### config.mk
export PLATFORM = sky130hd
export DESIGN_NAME = mem_port_arbiter
export DESIGN_NICKNAME = d
export VERILOG_FILES = /design/src/rtl/mem_port_arbiter.sv
export SDC_FILE = /design/constraint.sdc
export NUM_CORES = 1
export LEC_CHECK = 0
export ABC_AREA = 1
export BUFFER_PORTS_ARGS = -buffer_cell sky130_fd_sc_hd__clkbuf_2
export CORE_AREA = 2 2 103 105
export CTS_CLUSTER_DIAMETER = 120
export DETAILED_ROUTE_END_ITERATION = 6
export DIE_AREA = 0 0 105 107
export PLACE_DENSITY = 0.52
export SLEW_MARGIN = 30
export SYNTH_ARGS = -nofsm -noshare
export SYNTH_HDL_FRONTEND = slang
export SYNTH_SLANG_ARGS = --single-unit
### constraint.sdc
create_clock -name CLK -period 4.1 [get_ports CLK]
set_input_delay 0.41 -clock CLK [delete_from_list [all_inputs] [get_ports CLK]]
set_output_delay 0.41 -clock CLK [all_outputs]
set_load 0.005 [all_outputs]
### src/rtl/mem_port_arbiter.sv
// ============================================================================
// Module   : mem_port_arbiter
// Purpose  : Shares one memory req/gnt/r_valid port between instruction fetch
//            and data load/store; optional ARB_ROUND_ROBIN_EN adds a toggling
//            priority pointer.
// Revision : 1.0 - initial release
// ============================================================================
`default_nettype none

module mem_port_arbiter #(
    parameter int AW      = 32,
    parameter int DW      = 32,
    parameter int MAX_OUT = 2
) (
    input  logic          CLK,
    input  logic          RES_N,

    input  logic          instr_req,
    input  logic [AW-1:0] instr_addr,
    output logic          instr_gnt,
    output logic          instr_r_valid,
    output logic [DW-1:0] instr_rdata,

    input  logic          data_req,
    input  logic          data_we,
    input  logic [AW-1:0] data_addr,
    input  logic [DW-1:0] data_wdata,
    output logic          data_gnt,
    output logic          data_r_valid,
    output logic [DW-1:0] data_rdata,

    output logic          mem_req,
    output logic          mem_we,
    output logic [AW-1:0] mem_addr,
    output logic [DW-1:0] mem_wdata,
    input  logic          mem_gnt,
    input  logic          mem_r_valid,
    input  logic [DW-1:0] mem_rdata,

    output logic          proto_err
);

    localparam int CW = $clog2(MAX_OUT + 1);
    localparam int PW = (MAX_OUT > 1) ? $clog2(MAX_OUT) : 1;

    logic               lock_q,  lock_d;
    logic               owner_q, owner_d;
    logic [CW-1:0]      count_q, count_d;
    logic [PW-1:0]      wr_q,    wr_d;
    logic [PW-1:0]      rd_q,    rd_d;
    logic [MAX_OUT-1:0] fifo_q,  fifo_d;
    logic               err_q,   err_d;

    logic sel_data;
    logic sel_req;
    logic not_full;
    logic empty;
    logic hs;
    logic pop;
    logic head;
    logic prio_data;

    function automatic logic [PW-1:0] ptr_inc(input logic [PW-1:0] p);
        return (p == PW'(MAX_OUT - 1)) ? '0 : p + 1'b1;
    endfunction

`ifdef ARB_ROUND_ROBIN_EN
    logic prio_q;

    always_ff @(posedge CLK or negedge RES_N) begin
        if (!RES_N) begin
            prio_q <= 1'b1;
        end else if (hs) begin
            prio_q <= ~sel_data;
        end
    end

    assign prio_data = prio_q;
`else
    assign prio_data = 1'b1;
`endif

    // A stalled request keeps the port until the memory accepts it.
    always_comb begin
        if (lock_q) begin
            sel_data = owner_q;
        end else if (data_req && instr_req) begin
            sel_data = prio_data;
        end else begin
            sel_data = data_req;
        end
    end

    assign sel_req  = sel_data ? data_req : instr_req;
    assign not_full = (count_q != CW'(MAX_OUT));
    assign empty    = (count_q == '0);

    assign mem_req   = RES_N & sel_req & not_full;
    assign mem_we    = mem_req & sel_data & data_we;
    assign mem_addr  = mem_req ? (sel_data ? data_addr : instr_addr) : '0;
    assign mem_wdata = (mem_req & sel_data) ? data_wdata : '0;

    assign hs        = mem_req & mem_gnt;
    assign instr_gnt = hs & ~sel_data;
    assign data_gnt  = hs & sel_data;

    // Responses with nothing outstanding are dropped rather than routed.
    assign pop           = RES_N & mem_r_valid & ~empty;
    assign head          = fifo_q[rd_q];
    assign instr_r_valid = pop & ~head;
    assign data_r_valid  = pop & head;
    assign instr_rdata   = instr_r_valid ? mem_rdata : '0;
    assign data_rdata    = data_r_valid  ? mem_rdata : '0;
    assign proto_err     = err_q;

    always_comb begin
        lock_d  = mem_req & ~mem_gnt;
        owner_d = lock_d ? sel_data : owner_q;
        fifo_d  = fifo_q;
        if (hs) begin
            fifo_d[wr_q] = sel_data;
        end
        wr_d    = hs  ? ptr_inc(wr_q) : wr_q;
        rd_d    = pop ? ptr_inc(rd_q) : rd_q;
        count_d = count_q + CW'(hs) - CW'(pop);
        err_d   = err_q | (mem_r_valid & empty);
    end

    always_ff @(posedge CLK or negedge RES_N) begin
        if (!RES_N) begin
            lock_q  <= 1'b0;
            owner_q <= 1'b0;
            count_q <= '0;
            wr_q    <= '0;
            rd_q    <= '0;
            fifo_q  <= '0;
            err_q   <= 1'b0;
        end else begin
            lock_q  <= lock_d;
            owner_q <= owner_d;
            count_q <= count_d;
            wr_q    <= wr_d;
            rd_q    <= rd_d;
            fifo_q  <= fifo_d;
            err_q   <= err_d;
        end
    end

endmodule

`default_nettype wire
==> results.md <==
- Die Ht: 107 um
- Placer Congestion: 0.724
- Largest net degree at the start of global routing: 38
- Storage cell area: 225 um2
- Final setup fails: 0
- Worst Tran Pin Value: 704 ps
- Hold Slack: 35.4 ps
- Initial DRC count: 209
- Pre-antenna DRT Iters: 4
- Min-delay worst type: input port to async pin
- Synthesized netlist net count: 480
- Final min period: 2880 ps
- Congestion Overflow GR: 0
- Full die area: 11200 um2
- Setup bufs post-CTS: 0
- Initial antenna violation count: 0
- Clock Sinks: 9
- Final nets: 733
- Worst reg-to-reg setup slack: 1740 ps
- PortBufs: 269
- Sequential element share of the synthesized area: 12.9%
- Critical path type: flop to output port
- Ratio of cells with drive above 1 in the final layout: 48.2%
- Ports: 270
- Critical path capture point type: output port
- Latest clock arrival within the worst-skew pair: 240 ps
- Syn. warnings: 0
- Syn Area/Cell: 5.07 um2
- Hold Violations, Final: 0
- Vias/cell: 3.98
- Slew Limit Headroom: 52.9%
- Area Growth Syn to Fin: 80.7%
- Cells after Synth: 344
- Ant diodes: 0
- Fin. max-slew vios: 0
- First-pass GRT wire length: 11.6 mm
- Post-route ant nets: 0
- DIE WIDTH: 105 um
- Asr flop ratio synth: 100%
- Area fraction of the dominant cell type after synthesis: 20.9%
- Yosys cell types: 23
- Reg-to-reg startpoint: lock_q$_DFF_PN0_
- R2R depth: 10
- Primary FF master, synth: dfrtp_1
- CTS Hold Bufs: 0
- R2r endpoint: count_q[1]$_DFF_PN0_
- Critical path required time: 3690 ps
- Routed vias: 2917
- Vias in the first global route: 2576
- Post-Route WL: 7.88 mm
- Worst vdd ir: 85.2 uV
- Final worst-path cycle share: 70.2%
- RSZ-0062 raised after global routing: no
- Post-synth EDFFs: 0
- Max-cap violations: 0
- Clock Tree Root: clkbuf_8
- H-tree levels: 1
- Lkg Pwr: 2.23 nW
- Setup TNS: 0 ps
- PD cells: 260 nW/um2
- Layout Skew: 2.36 ps
- Drt wl/cell: 10.8 um
- Leading area contributor after synthesis: nor2_1
- Worst-path clk slew: 50 ps
- Synth area leaders: nor2_1, inv_1, dfrtp_1
- Cts bufs inserted: 3
- Crit path launch type: flop
- Floorplan row count: 37
- Seq cells post-synth: 9
- Fmax: 0.347 GHz
- Starting Density: 17.3%
- Cell area after synthesis: 1750 um2
- CP max FO: 37
- Core ar.: 10100 um2
- Area of the multi-input gates: 1080 um2
- Post-route DRC: 0
- GRT Total Usage: 12.3%
- Detailed Place HPWL: 6.51 mm
- Post-CTS resize count: 0
- Status: finished clean
- Filler cells: 1176
- CTS Buffer Depth: 2
- CP Data Arrival Time: 2470 ps
- CTS tree: done
## registers in the layout, summed over array words and instances (netlist names)
| name | count |
|---|---|
| owner_q | 1 |
| count_q | 2 |
| rd_q | 1 |
| lock_q | 1 |
| proto_err | 1 |
| wr_q | 1 |
| fifo_q | 2 |
## cells in the final DEF, fill, tap and decap left out
master and instances:
nor3_4 1, nor2_1 97, clkbuf_8 3, nand4_1 4, nand3_1 34, nand3b_1 1
nand2_4 2, inv_1 75, nand2_1 51, nand3_2 1, a21oi_4 1, xor2_1 2
ha_1 1, dfrtp_1 9, a21oi_1 33, o21ai_0 1, nor2_2 4, inv_2 1
a21o_2 1, clkbuf_1 1, clkbuf_2 269, nand2_2 4
## area by class of cell
cell class	count	area share [%]
flip-flops and latches	9	7.14
inverters	76	9.04
clock buffers	4	1.43
well taps	136	5.39
multi-input cells	238	34.3
repair buffers	269	42.7
## worst max path at each step
stage / endpoint / start / cells past startpoint
final: mem_wdata[8] / lock_q$_DFF_PN0_ / 5
after global routing: mem_wdata[14] / lock_q$_DFF_PN0_ / 5
after CTS: mem_wdata[8] / lock_q$_DFF_PN0_ / 5
after detailed placement: mem_wdata[8] / lock_q$_DFF_PN0_ / 5
after global placement: mem_wdata[21] / lock_q$_DFF_PN0_ / 5
after floorplan: instr_rdata[10] / mem_r_valid / 7
## critical path, cell delays in order, from the launching register on
cell and delay (ps):
dfrtp_1 400, nand2_2 510, nand2_2 590, nand2_4 490
nor2_1 90, clkbuf_2 130
## Yosys cell counts (2+ instances only)
| master | number |
|---|---|
| nand2_4 | 2 |
| clkbuf_1 | 9 |
| nor2_1 | 97 |
| nand2_2 | 3 |
| buf_6 | 7 |
| nand3_1 | 34 |
| dfrtp_1 | 9 |
| nand2_1 | 52 |
| buf_2 | 3 |
| clkbuf_8 | 2 |
| nand4_1 | 4 |
| xor2_1 | 2 |
| a21oi_1 | 33 |
| inv_1 | 75 |
| nor2_2 | 4 |
## through the flow
step | utilization (%) | instances | setup slack [ps] | total power, mW | area [um2]
CTS | 31.2 | 732 | 1140 | 0.834 | 3150
global placement | 30.8 | 728 | 1450 | 0.715 | 3110
floorplan | - | 344 | 2450 | 0.497 | 1750
finish | 31.3 | 732 | 1220 | 0.820 | 3150
global route | 31.3 | 732 | 912 | 0.908 | 3150
detailed placement | 30.8 | 728 | 1400 | 0.723 | 3110
## where the power goes
| group | internal [mW] | switching [mW] | leakage (nW) |
|---|---|---|---|
| clock | 0.0680 | 0.0374 | 0.0228 |
| combinational | 0.228 | 0.332 | 2.10 |
| sequential | 0.126 | 0.0297 | 0.107 |
## metal layers
layer	vias up	routed length (um)	global-route usage, %
li1	1523	-	-
met1	1246	2970	13.0
met2	139	4160	24.3
met3	9	615	1.82
met4	0	125	4.95
met5	-	0	0
## logic make-up (layout without fill, tap and decap cells)
group | after synthesis | count (layout) | synth area share, %
adders and majority gates | 1 | 1 | 0.717
buffers and inverters | 97 | 349 | 25.2
DFF | 9 | 9 | 12.9
and+or+nand+nor | 199 | 199 | 49.0
xor gates and xnor gates | 2 | 2 | 1.00
AOI/OAI and AO/OA | 36 | 36 | 11.2
(Power assumes the default switching activity.)
